`src/rtl/hx8352_delay_timer_pkg.sv`:
```
// Shared state encodings and width helper for the HX8352 delay timer.
package hx8352_delay_timer_pkg;

  localparam logic [1:0] ST_IDLE = 2'd0;
  localparam logic [1:0] ST_RUN  = 2'd1;
  localparam logic [1:0] ST_DONE = 2'd2;

  // Prescaler counter width: ceil(log2(v)), never less than one bit.
  function automatic int clog2_min1(input int v);
    int r;
    r = 0;
    for (int i = 0; i < 31; i++) begin
      if ((1 << r) < v) r = r + 1;
    end
    return (r < 1) ? 1 : r;
  endfunction

endpackage

```
`src/rtl/hx8352_delay_timer_us_prescaler.sv`:
```
// Divides clk down to a one-cycle microsecond tick while enabled.
module hx8352_us_prescaler
  import hx8352_delay_timer_pkg::*;
#(
  parameter int CLK_PER_US = 1
) (
  input  logic clk,
  input  logic rst,
  input  logic clr,
  input  logic en,
  output logic tick
);

  localparam int PW = clog2_min1(CLK_PER_US);
  localparam logic [PW-1:0] LAST = PW'(CLK_PER_US - 1);

  logic [PW-1:0] cnt;

  always_ff @(posedge clk) begin
    if (rst || clr) begin
      cnt <= '0;
    end else if (en) begin
      cnt <= (cnt == LAST) ? '0 : cnt + PW'(1);
    end
  end

  // With CLK_PER_US=1 the counter is pinned at 0, so tick follows en.
  assign tick = en && (cnt == LAST);

endmodule

```
`src/rtl/hx8352_delay_timer.sv`:
```
// Microsecond delay timer with one-shot / auto-reload modes, abort and optional retrigger.
module hx8352_delay_timer
  import hx8352_delay_timer_pkg::*;
#(
  parameter int WIDTH      = 16,
  parameter int CLK_PER_US = 1,
  parameter int RETRIGGER  = 0
) (
  input  logic             clk,
  input  logic             rst,
  input  logic             step,
  input  logic [WIDTH-1:0] delay_us,
  input  logic             periodic,
  input  logic             abort,
  output logic             busy,
  output logic             done,
  output logic             expired,
  output logic [WIDTH-1:0] remaining,
  output logic [1:0]       state_dbg
);

  logic             step_d;
  logic             start;
  logic             load;
  logic             clr;
  logic             tick;
  logic [1:0]       state;
  logic [WIDTH-1:0] reload;
  logic             mode;

  // step_d tracks step even in reset so a level held across reset is not an edge.
  always_ff @(posedge clk) step_d <= step;

  assign start = step & ~step_d;
  assign load  = start && ((state != ST_RUN) || (RETRIGGER != 0));
  assign clr   = abort || load;

  hx8352_us_prescaler #(.CLK_PER_US(CLK_PER_US)) u_prescaler (
    .clk  (clk),
    .rst  (rst),
    .clr  (clr),
    .en   (state == ST_RUN),
    .tick (tick)
  );

  always_ff @(posedge clk) begin
    if (rst) begin
      state     <= ST_IDLE;
      busy      <= 1'b0;
      done      <= 1'b0;
      expired   <= 1'b0;
      remaining <= '0;
      reload    <= '0;
      mode      <= 1'b0;
    end else begin
      expired <= 1'b0;
      if (abort) begin
        state     <= ST_IDLE;
        busy      <= 1'b0;
        done      <= 1'b0;
        remaining <= '0;
      end else if (load) begin
        if (delay_us == '0) begin
          // Zero delay completes immediately; a retrigger never pulses expired.
          state     <= ST_DONE;
          busy      <= 1'b0;
          done      <= 1'b1;
          expired   <= (state != ST_RUN);
          remaining <= '0;
        end else begin
          state     <= ST_RUN;
          busy      <= 1'b1;
          done      <= 1'b0;
          remaining <= delay_us;
          reload    <= delay_us;
          mode      <= periodic;
        end
      end else if ((state == ST_RUN) && tick) begin
        if (remaining == WIDTH'(1)) begin
          expired <= 1'b1;
          if (mode) begin
            remaining <= reload;
          end else begin
            state     <= ST_DONE;
            busy      <= 1'b0;
            done      <= 1'b1;
            remaining <= '0;
          end
        end else begin
          remaining <= remaining - WIDTH'(1);
        end
      end
    end
  end

  assign state_dbg = state;

endmodule

```
`config.mk`:
```
export PLATFORM = sky130hd
export DESIGN_NAME = hx8352_delay_timer
export DESIGN_NICKNAME = d
export VERILOG_FILES = /design/src/rtl/hx8352_delay_timer_pkg.sv /design/src/rtl/hx8352_delay_timer_us_prescaler.sv /design/src/rtl/hx8352_delay_timer.sv
export SDC_FILE = /design/constraint.sdc
export NUM_CORES = 1
export LEC_CHECK = 0
export ABC_AREA = 1
export CORE_MARGIN = 2
export CORE_UTILIZATION = 51
export DETAILED_ROUTE_END_ITERATION = 16
export MAX_ROUTING_LAYER = met4
export PLACE_DENSITY_LB_ADDON = 0.05
export REMOVE_ABC_BUFFERS = 1
export SYNTH_ARGS = -nofsm -noshare
export SYNTH_HDL_FRONTEND = slang
export SYNTH_SLANG_ARGS = --single-unit
```
`constraint.sdc`:
```
create_clock -name clk -period 1.7 [get_ports clk]
set_clock_uncertainty 0.1 [all_clocks]
set_input_delay 0.34 -clock clk [delete_from_list [all_inputs] [get_ports clk]]
set_output_delay 0.34 -clock clk [all_outputs]
set_load 0.05 [all_outputs]
```
==> impl_summary.txt, run 1 <==
----------------------------------------------------
[Final layout]
  Area of the multi-input gates ... ~1400 µm²
  Count of antenna diodes in the layout ... 0
  Synthesis-to-layout area growth ... 54.4%
  NumNets Final ... 445
  Final core occ ... 80.5%
  Non-filler instance count after layout ... 475
  Fraction of final layout cells with drive strength greater than 1 ... 28.4%
  Total area of sequential cells ... 743 µm²
  Final-layout fill cell count ... 280

[STA]
  Headroom to the max-slew limit ... 60.9%
  Count of pins over their slew limit ... 0
  Period Utilization, post-route ... 96.0%
  Final hold violations ... 0
  Worst Tran Pin Value ... 0.586 ns
  Smallest hold slack ... around 0.36 ns
  Unrepaired setup endpoints after global routing ... yes
  Count of endpoints failing setup in the final report ... 0
  Post-route minimum period ... 1.63 ns
  Highest achievable clock rate ... 613 MHz

[Global route]
  Vias in the first global route ... 2352
  Largest net degree at the start of global routing ... 19
  Total grt overflow ... 0
  All-Layer GR Usage ... between 20% and 30%
  Antenna violations before repair ... 0
  Global-route wire length before repair ... 10.9 mm

[Placement]
  Count of port buffers added during placement ... between 40 and 50
  GPL Wtd Cong ... 0.873
  Sum of net half-perimeters after detailed placement ... 4.86 mm
  Placed cell count ... between 400 and 500

[Logic synthesis]
  Yosys warns ... 0
  Yosys cell types ... 29
  Leading cell types by total area after synthesis ... dfxtp_1 33%, nand2_1 17%, o21ai_0 8.3%, a21oi_1 7.6%, nand3_1 4.5%
  Async S/R FF share, synth ... 0%
  Ys flop type ... dfxtp_1
  Synth Instances ... 340
  Library cell occupying the most area in the post-synthesis netlist ... dfxtp_1
  Synth Cell Area ... approximately 2200 µm²
  Avg Cell Area, Syn ... 6.59 µm²
  Yosys top cell area share ... between 30% and 40%
  Sequential cell area fraction in the yosys report ... 33.1%
  Number of flops mapped to enable cells by yosys ... 0
  Post-synthesis sequential element count ... 37

[Critical path]
  Top delay family on crit path ... simple AND/OR/NAND/NOR gates
  Crit path required time ... roughly 1.8 ns
  Critical path cell sequence ... clkdlybuf4s50_1, nor2_1, nand2_1, nor2_2, nand2_2, nand2_2, nor2_8, buf_12, nand2_1, a21oi_2
  Highest cell delay on the worst timing path ... 0.48 ns
  Largest driver fanout on the critical path ... 7
  Critical path's slowest cell ... clkdlybuf4s50_1
  Critical Path Sink Type ... flop
  Total buffers and inverters traversed by the critical path ... 2
  Worst EP arrival ... 1.76 ns
  Kind of critical path ... in2reg
  CP startpoint kind ... input pin

[Floorplanning]
  Io pins ... 42
  Starting density of the core ... 52.2%
  Site Rows ... 24
  Die H ... 70.3 µm
  Core Box Area ... 4290 µm²
  Die outline area ... 4940 µm²
  Die outline width ... 70.3 µm

[Hold path]
  Min-delay worst type ... in2reg

[Clock network]
  Num CTS Buffers ... 5
  Latest clock arrival within the worst-skew pair ... 0.29 ns
  Buffer levels on the longest clock path ... 2
  CTS Root Cell ... clkbuf_8
  H-tree level count ... 2
  TritonCTS clock tree ... done
  Count of hold-fix buffers inserted at cts ... 0
  Clock transition at path regs ... 0.08 ns
  Clock sink count ... 37

[Routing]
  Routed WL ... between 6 and 7 mm
  First-iteration detailed-routing DRC count ... 201
  Number of vias per cell ... about 5.5
  Average wire per standard cell ... between 10 and 15 µm
  Residual antenna-violating net count after detailed routing ... 0
  Number of detailed-route iterations in the first pass ... 5
  DRC Markers ... 0
  Vias after detailed routing ... 2626

[Pwr]
  Power per standard cell area ... 688 nW/µm²
  Leakage power summed over all cells ... 1.60 nW
  Worst supply voltage drop on vdd ... 0.687 mV

[Outcome]
  Status ... completed

[Job]
  # Max-Cap Violations ... 0

----------------------------------------------------
## cell usage in the layout (no fill, tap or decap), types with 8 or more instances in the layout
| cell type | count |
|---|---|
| nand2_1 | 99 |
| dlymetal6s2s_1 | 10 |
| nand3_1 | 20 |
| o21ai_0 | 36 |
| buf_12 | 26 |
| nor2_1 | 20 |
| inv_1 | 19 |
| clkdlybuf4s50_1 | 10 |
| nand2_2 | 9 |
| a21oi_1 | 30 |
| nand4_1 | 11 |
| nor2_4 | 8 |
| buf_4 | 42 |
| nor2_2 | 11 |
| dfxtp_1 | 35 |
## worst paths after layout
check        depth (start not counted)  slack, ns                          to                       from
max                                 10       0.07     reload[14]$_SDFFE_PP0P_                delay_us[7]
min                                  4       0.36     reload[13]$_SDFFE_PP0P_               delay_us[13]
max reg2reg                         10       0.12  remaining[13]$_SDFFE_PP0P_  remaining[4]$_SDFFE_PP0P_
min reg2reg                          2       0.37      reload[2]$_SDFFE_PP0P_     reload[2]$_SDFFE_PP0P_
## area by class of cell
class / count / area share [%]
multi-input cells: 266 / 40.0
repair buffers: 89 / 31.4
flip-flops and latches: 37 / 21.5
inverters: 23 / 2.75
clock buffers: 5 / 1.99
well taps: 52 / 1.88
clock inverters: 3 / 0.507
## stage by stage
stage / TNS, ns / worst slack [ns] / instance area, µm² / power [W]
global route: -0.0644 / -0.0499 / 3460 / 0.00250
detailed placement: -6.92 / -0.311 / 3230 / 0.00172
CTS: 0 / 0.0316 / 3320 / 0.00233
finish: 0 / 0.0680 / 3460 / 0.00238
global placement: -6.16 / -0.267 / 3230 / 0.00171
floorplan: -10.52 / -0.364 / 2160 / 0.00138
## per-layer routing
layer / global-route usage (%) / wire length [µm] / up-vias
met3: 7.22 / 559 / 19
met4: 8.33 / 147 / 0
met1: 36.5 / 2850 / 1200
met2: 44.4 / 3290 / 121
met5: - / 0 / -
li1: - / - / 1286
## power by group
group	leakage, nW	internal (W)	switching (W)
Clock	0.0439	0.000283	0.000330
Combinational	1.25	0.000369	0.000465
Sequential	0.302	0.000900	0.0000315
## logic make-up after synthesis
| family | count (synthesis) | synth area share, % |
|---|---|---|
| buf+inv | 37 | 7.65 |
| flops | 37 | 33.1 |
| xor+xnor | 4 | 1.56 |
| compound gates | 77 | 17.6 |
| simple gates | 183 | 39.0 |
| fa+ha+maj | 2 | 1.12 |
## timing repair
item                       in CTS  in global routing
setup endpoints to repair       3                 30
gates resized for setup         2                 28
pin swaps                       0                  5
buffers inserted                0                  2
cloned                          0                  1
## flip-flops by register name (all words and copies together) (netlist names)
name and cells:
expired 1, mode 1, step_d 1, remaining 16
reload 16, state_dbg 2
## synth_stat cells, types with 3 or more instances
cell type    n
clkbuf_1     7
nand2_2      7
nand2_1    101
dfxtp_1     37
o21ai_0     37
o21ai_1      3
nand4_1     11
nor2_2       7
buf_4        3
nor2_1      26
nand3_1     20
a21oi_1     34
inv_1       19
nor2_4       6
## worst min-delay path, stage by stage
cell and delay, ns:
dlymetal6s2s_1 0.10, buf_4 0.11, nand2_1 0.04, a21oi_1 0.12
No activity file was read; power rests on OpenSTA's default activity.
==> run 2, diff against run 1 <==
==> constraint.sdc (replaced) <==
create_clock -name clk -period 1.7 [get_ports clk]
set_clock_uncertainty 0.1 [all_clocks]
set_input_delay 0.17 -clock clk [delete_from_list [all_inputs] [get_ports clk]]
set_output_delay 0.17 -clock clk [all_outputs]
set_load 0.05 [all_outputs]
==> impl_summary.txt, run 2 (same netlist as run 1, synthesis figures left out) <==
----------------------------------------------------
[Placement]
  Post-Place Setup Slack ... -0.0981 ns
  Count of port buffers added during placement ... around 40
  GPL Wtd Cong ... 0.839
  Sum of net half-perimeters after detailed placement ... between 4 and 5 mm
  Placed cell count ... 457

[Final layout]
  Final core occ ... 70.7%
  Leading cell types in the layout, fill and taps excluded ... 101 x nand2_1, 53 x buf_4, 36 x o21ai_0, 36 x dfxtp_1, 34 x a21oi_1
  Fraction of final layout cells with drive strength greater than 1 ... 23.7%
  Count of antenna diodes in the layout ... 0
  Most frequent standard cell in the layout excluding fill and tap cells ... nand2_1
  NumNets Final ... between 400 and 500
  Non-filler instance count after layout ... 465
  Synthesis-to-layout area growth ... 35.6%

[Floorplanning]
  Die outline width ... between 70 and 80 µm
  Die H ... 70.3 µm
  Io pins ... 42
  Starting density of the core ... 52.2%
  Die outline area ... 4940 µm²
  Site Rows ... 24
  Core Box Area ... 4290 µm²

[Routing]
  Routed WL ... 6.44 mm
  First-iteration detailed-routing DRC count ... approximately 210
  Residual antenna-violating net count after detailed routing ... 0
  Average wire per standard cell ... 13.9 µm
  Vias after detailed routing ... 2477
  Number of vias per cell ... 5.33
  Number of detailed-route iterations in the first pass ... 5
  DRC Markers ... 0

[Pwr]
  Post-layout power ... 0.00227 W
  Power per standard cell area ... 746 nW/µm²
  Leakage power summed over all cells ... 1.39 nW
  Worst supply voltage drop on vdd ... 0.590 mV

[Critical path]
  Largest driver fanout on the critical path ... 7
  Critical Path Sink Type ... flop
  Setup slack of the worst register-to-register path ... around 0.12 ns
  Kind of critical path ... reg2reg
  Crit path required time ... 1.84 ns
  Worst EP arrival ... 1.72 ns
  CP startpoint kind ... flop

[STA]
  Period Utilization, post-route ... 92.7%
  Post-route minimum period ... 1.58 ns
  Final hold violations ... 0
  Highest achievable clock rate ... 634 MHz
  Worst Tran Pin Value ... 0.613 ns
  Final WS setup ... 0.123 ns
  Count of endpoints failing setup in the final report ... 0
  Unrepaired setup endpoints after global routing ... yes
  Count of pins over their slew limit ... 0
  Headroom to the max-slew limit ... 59.1%

[Global route]
  All-Layer GR Usage ... 29.0%
  Antenna violations before repair ... 0
  Total grt overflow ... 0
  Global-route wire length before repair ... 11.1 mm
  Largest net degree at the start of global routing ... 19
  Vias in the first global route ... about 2200

[Clock network]
  H-tree level count ... 2
  Post-CTS Repair Setup Buffers ... 0
  TritonCTS clock tree ... done
  Latest clock arrival within the worst-skew pair ... 0.30 ns
  CTS Root Cell ... clkbuf_8
  Num CTS Buffers ... 5
  Count of hold-fix buffers inserted at cts ... 0
  Buffer levels on the longest clock path ... 2
  Clock transition at path regs ... 0.08 ns
  Clock sink count ... 37

[Outcome]
  Status ... completed

[Hold path]
  Min-delay worst type ... in2reg

[Job]
  # Max-Cap Violations ... 0

----------------------------------------------------
run 2: changes by cell type in the layout (fill, tap and decap cells not counted), moves of 10 or more:
cell,before,now
buf_12,26,6
buf_4,42,53
clkdlybuf4s50_1,10,20
dlymetal6s2s_1,10,0
run 2: what timing repair did:
action | 4_1_cts | 5_1_grt
endpoints found under the hold margin | 0 | 0
endpoints found under the setup margin | 0 | 11
resized for setup | 0 | 6
run 2: layer usage:
metal  GRT usage, %  routed length [µm]
met5              -                   0
met4           9.62                  93
met3           4.76                 455
met2           42.1                2970
met1           41.1                2920
run 2: power by group:
part           total [W]  internal [W]  switching [W]
clock network   0.000615      0.000284       0.000330
logic           0.000719      0.000290       0.000429
registers       0.000934      0.000899      0.0000347
run 2: stage by stage:
step                cell area [µm²]  hold slack, ns   TNS, ns
finish                         3040           0.292         0
global route                   3040           0.296  -0.00857
CTS                            3020           0.296         0
detailed placement             2940           0.354     -1.12
global placement               2940           0.348    -0.822
floorplan                      2160          0.0977    -10.52
run 2: area by class of cell:
cell class	count	area, µm²
repair buffers	79	718
multi-input cells	266	1340
inverters	23	90.1
well taps	52	65.1
fillers	393	1260
clock buffers	6	72.6
clock inverters	2	10.0
flip-flops and latches	37	744
run 2: worst paths after layout:
kind | cells past startpoint | startpoint | endpoint
worst max-delay path | 10 | remaining[1]$_SDFFE_PP0P_ | remaining[7]$_SDFFE_PP0P_
worst min-delay path | 1 | step | step_d$_DFF_P_
worst max register to register | 10 | remaining[1]$_SDFFE_PP0P_ | remaining[7]$_SDFFE_PP0P_
worst min register to register | 2 | reload[6]$_SDFFE_PP0P_ | reload[6]$_SDFFE_PP0P_
run 2: worst max-delay path: stages, from the launching register on:
cell and delay, ns:
dfxtp_1 0.32, inv_1 0.07, ha_1 0.15, nand2_2 0.09
nor2_4 0.14, nand2_4 0.12, clkinv_2 0.14, nand3_1 0.13
nand2_1 0.10, nand2_1 0.05, a21oi_1 0.10
==> run 3, diff against run 2 <==
--- a/config.mk
+++ b/config.mk
@@ -7,9 +7,8 @@
 export LEC_CHECK = 0
 export ABC_AREA = 1
 export CORE_MARGIN = 2
-export CORE_UTILIZATION = 51
+export CORE_UTILIZATION = 47
 export DETAILED_ROUTE_END_ITERATION = 16
-export MAX_ROUTING_LAYER = met4
 export PLACE_DENSITY_LB_ADDON = 0.05
 export REMOVE_ABC_BUFFERS = 1
 export SYNTH_ARGS = -nofsm -noshare
==> constraint.sdc (replaced) <==
create_clock -name clk -period 1.3 [get_ports clk]
set_clock_uncertainty 0.1 [all_clocks]
set_input_delay 0.13 -clock clk [delete_from_list [all_inputs] [get_ports clk]]
set_output_delay 0.13 -clock clk [all_outputs]
set_load 0.01 [all_outputs]
==> impl_summary.txt, run 3 (same netlist as run 1, synthesis figures left out) <==
----------------------------------------------------
[Outcome]
  Status ... finished with violations
  Violated checks ... setup timing

[Pwr]
  Leakage power summed over all cells ... approximately 1.9 nW
  Power per standard cell area ... 923 nW/µm²
  Worst supply voltage drop on vdd ... between 0.7 and 0.8 mV

[Placement]
  Placed cell count ... 488
  Sum of net half-perimeters after detailed placement ... 5.23 mm
  Count of port buffers added during placement ... 41
  Standard cell area after detailed placement ... 3230 µm²
  Post-Place Setup Slack ... -0.452 ns
  GPL Wtd Cong ... 0.859

[Floorplanning]
  Die H ... 73.0 µm
  Starting density of the core ... 48.1%
  Die outline area ... 5330 µm²
  Io pins ... 42
  Die outline width ... ~73 µm
  Core Box Area ... 4660 µm²
  Site Rows ... 25

[Final layout]
  Area of the multi-input gates ... 1750 µm²
  Leading cell types in the layout, fill and taps excluded ... 71 x nand2_1, 64 x buf_4, 33 x o21ai_0
  Non-filler instance count after layout ... slightly above 500
  Fraction of final layout cells with drive strength greater than 1 ... a little under half
  Final design instance area without fill ... 3980 µm²
  Final-layout fill cell count ... 264
  Synthesis-to-layout area growth ... 77.8%
  Most frequent standard cell in the layout excluding fill and tap cells ... nand2_1
  NumNets Final ... 478
  Total area of sequential cells ... 776 µm²
  Count of antenna diodes in the layout ... 0

[Clock network]
  Num CTS Buffers ... 5
  Count of hold-fix buffers inserted at cts ... 0
  Clock transition at path regs ... 0.08 ns
  TritonCTS clock tree ... done
  Clock sink count ... 37
  H-tree level count ... 2
  Latest clock arrival within the worst-skew pair ... 0.31 ns
  Buffer levels on the longest clock path ... 2
  CTS Root Cell ... clkbuf_8

[Global route]
  Vias in the first global route ... 2734
  Global-route wire length before repair ... 13.8 mm
  Antenna violations before repair ... 0
  Largest net degree at the start of global routing ... 19
  All-Layer GR Usage ... 34.1%
  Total grt overflow ... 0

[Job]
  # Max-Cap Violations ... 0

[STA]
  Count of pins over their slew limit ... 0
  Unrepaired setup endpoints after global routing ... yes
  Highest achievable clock rate ... 636 MHz
  Final WS setup ... -0.274 ns
  Post-route minimum period ... between 1.5 and 2 ns
  Worst Tran Pin Value ... 0.417 ns
  Count of endpoints failing setup in the final report ... 37
  Headroom to the max-slew limit ... between 70% and 80%
  Final hold violations ... 0
  Period Utilization, post-route ... 121%

[Critical path]
  CP startpoint kind ... flop
  Total buffers and inverters traversed by the critical path ... 2
  Critical path cell sequence ... inv_4, ha_4, nand2_4, nor2_4, nand2_8, buf_12, nand3_1, nand2_1, nand2_1, a21oi_1
  Worst EP arrival ... 1.67 ns
  Critical path's slowest cell ... dfxtp_4
  Crit path required time ... between 1 and 1.5 ns
  Startpoint of the most critical register-to-register path ... remaining[1]$_SDFFE_PP0P_
  Top delay family on crit path ... simple AND/OR/NAND/NOR gates
  Highest cell delay on the worst timing path ... 0.37 ns
  Largest driver fanout on the critical path ... 6
  Critical path startpoint ... remaining[1]$_SDFFE_PP0P_
  Kind of critical path ... reg2reg
  Critical Path Sink Type ... flop
  Crit-path most repeated cell ... nand2_1

[Routing]
  DRC Markers ... 0
  Residual antenna-violating net count after detailed routing ... 0
  Number of vias per cell ... 5.81
  Average wire per standard cell ... 17.9 µm
  Vias after detailed routing ... between 2000 and 3000
  First-iteration detailed-routing DRC count ... between 200 and 250
  Number of detailed-route iterations in the first pass ... 5
  Routed WL ... approximately 9.1 mm

[Hold path]
  Min-delay worst type ... in2reg
  Startpoint of the most critical hold path ... delay_us[13]

----------------------------------------------------
[run 3: where the power goes]
part / switching [W] / internal (W) / total [W]
clock: 0.000481 / 0.000763 / 0.00124
combinational: 0.000673 / 0.000536 / 0.00121
sequential: 0.0000498 / 0.00117 / 0.00122
total: 0.00120 / 0.00247 / 0.00368
[run 3: repair_timing]
action                                  CTS  global route
endpoints found under the setup margin   57            47
gates resized for setup                 157            52
pin swaps                                41            13
setup buffers                            13             0
cloned                                    2             0
[run 3: per-stage QoR]
| step | setup TNS (ns) | total power (W) | utilization, % | hold slack (ns) |
|---|---|---|---|---|
| 6_report | -6.76 | 0.00368 | 85.4 | 0.166 |
| 2_1_floorplan | -5.36 | 0.00172 | - | 0.0577 |
| 3_3_place_gp | -13.37 | 0.00215 | 69.2 | 0.349 |
| 5_1_grt | -8.68 | 0.00381 | 85.4 | 0.166 |
| 3_5_place_dp | -13.21 | 0.00218 | 69.2 | 0.356 |
| 4_1_cts | -5.01 | 0.00354 | 83.2 | 0.224 |
[run 3: worst min-delay path, cell delays in order]
cell	delay, ns
dlymetal6s2s_1	0.15
buf_4	0.15
nand2_4	0.06
a21oi_2	0.04
[run 3: per-layer routing]
metal / vias up / global-route usage, % / wire, µm
li1: 1348 / - / -
met1: 1408 / 44.0 / 3640
met2: 167 / 55.6 / 4540
met3: 41 / 6.49 / 596
met4: 0 / 14.0 / 333
met5: - / 0 / 0
[run 3: final timing paths]
| path | endpoint | cells after the start | slack, ns |
|---|---|---|---|
| hold reg to reg | reload[14]$_SDFFE_PP0P_ | 2 | 0.39 |
| setup / recovery | remaining[11]$_SDFFE_PP0P_ | 10 | -0.27 |
| setup reg to reg | remaining[11]$_SDFFE_PP0P_ | 10 | -0.27 |
| hold / removal | reload[13]$_SDFFE_PP0P_ | 4 | 0.17 |
[run 3: area by class of cell]
cell class                 instances  share of cell area, %
multi-input combinational        266                   44.1
timing repair buffer             121                   28.4
sequential                        37                   19.5
inverter                          23                   2.73
clock buffer                       5                   1.73
tap                               54                   1.70
clock inverter                     3                   1.63
timing repair inverter             1                  0.283
